**src/rtl/bit_serial_addsub.sv**
```systemverilog
// Bit-serial adder/subtractor: one full-adder slice processes one bit per clock,
// subtraction via inverted B with carry-in preset to sel. Results and flags are registered together.
module bit_serial_addsub #(
    parameter int WIDTH = 4
) (
    input  logic             clk,
    input  logic             rst,
    input  logic             start,
    input  logic [WIDTH-1:0] a,
    input  logic [WIDTH-1:0] b,
    input  logic             sel,
    output logic             busy,
    output logic             done,
    output logic [WIDTH-1:0] sum,
    output logic             cout,
    output logic             ovf,
    output logic             zero
);
    localparam int CW = $clog2(WIDTH);

    localparam logic [1:0] IDLE  = 2'd0;
    localparam logic [1:0] SHIFT = 2'd1;
    localparam logic [1:0] DONE  = 2'd2;

    logic [1:0]       state_reg, state_next;
    logic [WIDTH-1:0] a_reg, b_reg, res_reg, sum_reg;
    logic [CW-1:0]    cnt_reg;
    logic             c_reg, cout_reg, ovf_reg, zero_reg;

    logic [WIDTH-1:0] b_sel;
    logic [WIDTH-1:0] res_shift;
    logic             s_bit, c_next, last_bit, accept;

    genvar gi;
    generate
        for (gi = 0; gi < WIDTH; gi++) begin : g_binv
            assign b_sel[gi] = b[gi] ^ sel;
        end
    endgenerate

    assign s_bit     = a_reg[0] ^ b_reg[0] ^ c_reg;
    assign c_next    = (a_reg[0] & b_reg[0]) | (c_reg & (a_reg[0] ^ b_reg[0]));
    assign res_shift = {s_bit, res_reg[WIDTH-1:1]};
    assign last_bit  = (cnt_reg == CW'(WIDTH - 1));
    assign accept    = start && ((state_reg == IDLE) || (state_reg == DONE));

    always_comb begin
        state_next = IDLE;
        case (state_reg)
            IDLE:    state_next = start ? SHIFT : IDLE;
            SHIFT:   state_next = last_bit ? DONE : SHIFT;
            DONE:    state_next = start ? SHIFT : IDLE;
            default: state_next = IDLE;
        endcase
    end

    always_ff @(posedge clk or posedge rst) begin
        if (rst) begin
            state_reg <= IDLE;
            a_reg     <= '0;
            b_reg     <= '0;
            res_reg   <= '0;
            cnt_reg   <= '0;
            c_reg     <= 1'b0;
            sum_reg   <= '0;
            cout_reg  <= 1'b0;
            ovf_reg   <= 1'b0;
            zero_reg  <= 1'b1;
        end else begin
            state_reg <= state_next;
            if (accept) begin
                a_reg   <= a;
                b_reg   <= b_sel;
                c_reg   <= sel;
                cnt_reg <= '0;
                res_reg <= '0;
            end else if (state_reg == SHIFT) begin
                a_reg   <= a_reg >> 1;
                b_reg   <= b_reg >> 1;
                c_reg   <= c_next;
                cnt_reg <= cnt_reg + CW'(1);
                res_reg <= res_shift;
                // c_reg here is the carry into the MSB, so overflow falls out of the final slice
                if (last_bit) begin
                    sum_reg  <= res_shift;
                    cout_reg <= c_next;
                    ovf_reg  <= c_reg ^ c_next;
                    zero_reg <= (res_shift == '0);
                end
            end
        end
    end

    assign busy = (state_reg == SHIFT);
    assign done = (state_reg == DONE);
    assign sum  = sum_reg;
    assign cout = cout_reg;
    assign ovf  = ovf_reg;
    assign zero = zero_reg;
endmodule

```
**config.mk**
```make
export PLATFORM = sky130hd
export DESIGN_NAME = bit_serial_addsub
export DESIGN_NICKNAME = d
export VERILOG_FILES = /design/src/rtl/bit_serial_addsub.sv
export SDC_FILE = /design/constraint.sdc
export NUM_CORES = 1
export LEC_CHECK = 0
export CAP_MARGIN = 25
export CORE_UTILIZATION = 53
export CTS_BUF_LIST = sky130_fd_sc_hd__clkbuf_16
export CTS_CLUSTER_DIAMETER = 200
export CTS_CLUSTER_SIZE = 8
export DETAILED_ROUTE_END_ITERATION = 10
export PLACE_DENSITY = 0.82
export REMOVE_ABC_BUFFERS = 1
export SKIP_CTS_REPAIR_TIMING = 1
export SLEW_MARGIN = 40
export SYNTH_ARGS = -nofsm -noshare
export SYNTH_HDL_FRONTEND = slang
export SYNTH_SLANG_ARGS = --single-unit
export TNS_END_PERCENT = 100
```
**constraint.sdc**
```tcl
create_clock -name clk -period 4.3 [get_ports clk]
set_clock_uncertainty 0.15 [all_clocks]
set_input_delay 0.43 -clock clk [delete_from_list [all_inputs] [get_ports clk]]
set_output_delay 0.43 -clock clk [all_outputs]
set_load 0.005 [all_outputs]
```
==> results of run 1 <==
## worst max-delay path, stage by stage (launching register included)
cell and delay, ps:
dfrtp_1 410, nor2b_4 430, clkdlybuf4s50_1 580
## cell type report
type                    instances  area (um2)
flip-flops and latches         23         577
fillers                       116         483
multi-input cells              47         400
repair buffers                 20         200
clock buffers                   3        75.1
well taps                      25        31.3
inverters                       3        11.3
clock inverters                 1        5.00
## Yosys cell counts
| cell | count |
|---|---|
| and2b_1 | 1 |
| inv_1 | 3 |
| dfrtp_1 | 22 |
| xor2_1 | 2 |
| or4_1 | 1 |
| xnor2_1 | 3 |
| mux2i_1 | 2 |
| o21ai_1 | 1 |
| buf_4 | 1 |
| mux2_4 | 1 |
| nor2b_1 | 1 |
| nor2_4 | 1 |
| nor2_1 | 2 |
| clkbuf_1 | 1 |
| a221o_1 | 2 |
| ha_1 | 1 |
| fa_1 | 1 |
| buf_6 | 3 |
| nand2_1 | 4 |
| nand2b_1 | 1 |
| mux2_2 | 5 |
| nand3b_2 | 1 |
| nor2b_4 | 1 |
| o21ai_0 | 4 |
| a21o_1 | 3 |
| dfstp_2 | 1 |
| a22o_1 | 9 |
## per-layer routing
layer | part of all wire | wire, um
met2 | 0.47 | 792
met3 | 0.038 | 64
met4 | 0.020 | 34
met5 | 0 | 0
met1 | 0.47 | 796
## metrics by stage
step	worst slack (ps)	power (W)	utilization	hold WS, ps
finish	2040	0.000976	0.729	329
global route	1940	0.00104	0.729	353
CTS	2030	0.000989	0.729	336
detailed placement	2030	0.000783	0.684	322
global placement	2080	0.000763	0.684	313
floorplan	2680	0.000635	-	281
## logic make-up after synthesis
logic type      Yosys count  share of synthesized area
buf+inv                   8                     0.0545
compound gates           19                      0.142
flops                    23                      0.558
fa+ha+maj                 2                     0.0315
mux                       8                     0.0884
xor+xnor                  5                     0.0424
simple gates             13                     0.0835
## worst max-delay path by stage
stage / from / endpoint / slack [ps]
after global routing: state_reg[0] / busy / 1940
after CTS: state_reg[0] / busy / 2030
after global placement: start / b_reg[1] / 2080
after floorplan: a_reg[0] / zero / 2680
after detailed placement: start / b_reg[1] / 2030
final: state_reg[0] / busy / 2040
## where the power goes
part	switching [W]	internal, W	total, W	leakage, nW
Clock	0.0000723	0.000125	0.000197	0.0409
Combinational	0.000163	0.000231	0.000395	0.281
Sequential	0.0000671	0.000317	0.000385	0.288
Total	0.000303	0.000674	0.000976	0.610
==> key figures, run 1 <==
Status
  – Status: finished clean

Global route
  – Vias in the first global route: 623
  – Busiest grt layer: met2
  – Largest net degree at the start of global routing: 24
  – Met3 Use GR: 0.0392
  – Met1 Track Usage GR: 0.268
  – Overflow after GRT: 0
  – Initial antenna violation count: 0
  – First-pass GRT wire length: 2.82 mm
  – GR Util met2: 0.287
  – Total track usage: 0.195

Yosys
  – Synth area leaders: dfrtp_1 53%, a22o_1 7.6%, mux2_2 5.4%
  – Netlist Area Pre-Place: 1030 um2
  – Register area share after synthesis: 0.558
  – Post-synth top area cell: dfrtp_1
  – Yosys top cell area share: 0.533
  – Yosys warning total: 0
  – Post-synthesis register bit count: 23
  – Synth cell types: 27
  – Syn avg cell area: 13.2 um2
  – Cells after Synth: 78

Worst setup path
  – Cells on worst reg2reg path: 3
  – R2R Setup Slk: 2550 ps
  – Critical path class: register to output port
  – Required @ worst endpoint: 3720 ps
  – Crit Path Max Fanout: 15
  – Setup crit end kind: output port
  – Critical R2R Capture: b_reg[1]
  – Endpoint arrival time on the critical path: 1680 ps
  – R2r startpoint: state_reg[0]
  – Startpoint types: register

CTS
  – CTS clk-pin slew, worst paths: 60 ps
  – Num Clock Sinks: 23
  – Root buf cell: clkbuf_16
  – Latest clock arrival within the worst-skew pair: 250 ps
  – CTS tree: built
  – Longest Clk Path Bufs: 2
  – TritonCTS Buffers: 3
  – H-tree levels: 1

Detailed routing
  – Final WL: 1.69 mm
  – Vias: 669
  – DRC: 0
  – Post-DRT Antenna Nets: 0
  – 1st-pass router iterations: 4
  – Vias per inst: 5.48
  – WL per Instance: 13.8 um
  – First DRT Iteration DRCs: 3

Cells and area
  – # diodes: 0
  – Commonest non-fill, non-tap cells in the layout: 22 x dfrtp_1, 20 x clkdlybuf4s50_1, 9 x a22o_1
  – Fin area: 1300 um2
  – Layout Cells excl Fill: 122
  – Fraction of layout cells with a size suffix above 1: 0.155
  – Area growth syn-to-layout: 25.8%
  – Most common cell after layout, fill and taps aside: dfrtp_1
  – Nets: 112

Place
  – Routability cong.: 0.828
  – Cell count after placement: 118
  – Hpwl dp: 1.18 mm
  – DP Area: 1220 um2
  – Port buffer count: 20

STA
  – Slew HR: 0.521
  – Final-report hold violation count: 0
  – Fmax: 0.442 GHz
  – Worst-margin pin slew: 717 ps
  – Unrepaired setup endpoints after global routing: no
  – Pins over their slew limit: 0
  – Setup TNS Final: 0 ps
  – Final setup fails: 0
  – Fin crit period: 2260 ps
  – Final period utilization: 0.526

Die
  – Die H: 46.2 um
  – Initial Util: 0.580
  – Die Wd: 46.2 um
  – # rows: 15
  – Top Ports: 21
  – DIE AREA: 2130 um2
  – Core box area: 1780 um2

Min path
  – Hold wc startpoint: ovf
  – Hold endpoint: ovf
  – Worst hold path class: register to register
  – Hold depth: 2

Pwr
  – Leakage dissipation: 0.610 nW
  – Worst VDD drop: 0.387 mV
  – PD cells: 751 nW/um2

Job
  – Max Cap Viol: 0
Power figures use the tool's default switching activity.
==> inputs of run 2 (changes only) <==
--- a/config.mk
+++ b/config.mk
@@ -6,12 +6,12 @@
 export NUM_CORES = 1
 export LEC_CHECK = 0
 export CAP_MARGIN = 25
-export CORE_UTILIZATION = 53
+export CORE_UTILIZATION = 49
 export CTS_BUF_LIST = sky130_fd_sc_hd__clkbuf_16
 export CTS_CLUSTER_DIAMETER = 200
 export CTS_CLUSTER_SIZE = 8
 export DETAILED_ROUTE_END_ITERATION = 10
-export PLACE_DENSITY = 0.82
+export PLACE_DENSITY = 0.77
 export REMOVE_ABC_BUFFERS = 1
 export SKIP_CTS_REPAIR_TIMING = 1
 export SLEW_MARGIN = 40
==> constraint.sdc (replaced) <==
create_clock -name clk -period 2.1 [get_ports clk]
set_clock_uncertainty 0.15 [all_clocks]
set_input_delay 0.21 -clock clk [delete_from_list [all_inputs] [get_ports clk]]
set_output_delay 0.21 -clock clk [all_outputs]
set_load 0.005 [all_outputs]
==> key figures, run 2 (same netlist as run 1, synthesis figures left out) <==
Detailed routing
  – Vias: 649
  – DRC: 0
  – Final WL: 1.55 mm
  – WL per Instance: 12.2 um
  – Post-DRT Antenna Nets: 0
  – First DRT Iteration DRCs: 7
  – Vias per inst: 5.11
  – 1st-pass router iterations: 3

Pwr
  – Worst VDD drop: 0.919 mV
  – Leakage dissipation: 0.627 nW
  – PD cells: 1510 nW/um2

Job
  – Max Cap Viol: 0

Cells and area
  – Nets: 115
  – Seq. cell area: 577 um2
  – Commonest non-fill, non-tap cells in the layout: 22 x dfrtp_1, 20 x clkdlybuf4s50_1, 9 x a22o_1
  – Fraction of layout cells with a size suffix above 1: 0.160
  – Area of the multi-input gates: 400 um2
  – Area growth syn-to-layout: 28.1%
  – Most common cell after layout, fill and taps aside: dfrtp_1
  – # diodes: 0
  – FILL cells: 154

Worst setup path
  – R2r startpoint: a_reg[0]
  – Setup crit end kind: output port
  – CP max-delay cell: clkdlybuf4s50_1
  – Largest stage delay, worst path: 490 ps
  – CP delay by family, top: buffers and inverters
  – Critical R2R Capture: zero
  – Critical path class: register to output port
  – Required @ worst endpoint: 1740 ps
  – Endpoint arrival time on the critical path: 1350 ps
  – Cells on worst reg2reg path: 3
  – CP cell instances: and2b_1 -> clkdlybuf4s50_1
  – R2R Setup Slk: 400 ps
  – WP buf/inv: 1
  – Crit Path Max Fanout: 5
  – Startpoint types: register

CTS
  – Root buf cell: clkbuf_16
  – H-tree levels: 1
  – CTS clk-pin slew, worst paths: 50 ps
  – Longest Clk Path Bufs: 2
  – TritonCTS Buffers: 3
  – Num Clock Sinks: 23
  – Latest clock arrival within the worst-skew pair: 250 ps
  – CTS tree: built

STA
  – Worst-margin pin slew: 319 ps
  – Final setup fails: 0
  – Slew HR: 0.787
  – Fmax: 0.584 GHz
  – Final period utilization: 0.815
  – Hold WS: 59.0 ps
  – Final-report hold violation count: 0
  – Pins over their slew limit: 0
  – Unrepaired setup endpoints after global routing: no
  – Fin crit period: 1710 ps
  – Setup TNS Final: 0 ps

Die
  – Die Wd: 47.9 um
  – Initial Util: 0.521
  – Top Ports: 21
  – DIE AREA: 2300 um2
  – Die H: 47.9 um
  – # rows: 16
  – Core box area: 1980 um2

Global route
  – Vias in the first global route: 639
  – Total track usage: 0.181
  – First-pass GRT wire length: 2.78 mm
  – Overflow after GRT: 0
  – Initial antenna violation count: 0
  – Largest net degree at the start of global routing: 16

Place
  – Hpwl dp: 1.15 mm
  – Routability cong.: 0.736
  – Port buffer count: 20

Min path
  – Worst hold path class: primary input to async pin

Status
  – Status: finished clean
-- run 2: changes by cell type in the layout (fill, tap and decap cells not counted) --
cell	previous run	this run
inv_2	1	0
buf_4	0	3
inv_1	2	4
clkinv_2	1	0
-- run 2: through the flow --
step | instance area (um2) | utilization | power (W) | setup WS [ps] | std cells
final | 1320 | 0.668 | 0.00200 | 389 | 127
after global routing | 1320 | 0.668 | 0.00217 | 268 | 127
after CTS | 1320 | 0.668 | 0.00203 | 377 | 127
after detailed placement | 1240 | 0.628 | 0.00162 | 395 | 123
after global placement | 1240 | 0.628 | 0.00160 | 450 | 123
after floorplan | 988 | - | 0.00130 | 476 | 73
-- run 2: worst max path at each step --
stage                     cells after the start         start  slack, ps  endpoint
after global placement                        4         start        450  b_reg[0]
after detailed placement                      3      a_reg[0]        400      zero
after global routing                          3      a_reg[0]        270      zero
final                                         2  state_reg[0]        390      done
after floorplan                               3      a_reg[0]        480      zero
after CTS                                     2  state_reg[0]        380      done
-- run 2: layer usage --
layer  up-vias  GRT usage  share of wire
met5         -          0              0
li1        319          -              -
met4         0     0.0833          0.015
met1       308      0.234           0.48
met3         2     0.0453          0.041
met2        20      0.284           0.47
-- run 2: area by class of cell --
class / instances / area share
clock buffer: 3 / 0.0567
inverter: 3 / 0.00851
timing repair buffer: 23 / 0.168
clock inverter: 1 / 0.00284
sequential: 23 / 0.436
tap: 27 / 0.0255
multi-input combinational: 47 / 0.302
-- run 2: power by group --
part	internal, W	switching (W)	leakage, nW
combinational	0.000494	0.000331	0.296
sequential	0.000650	0.000130	0.288
clock	0.000254	0.000143	0.0423
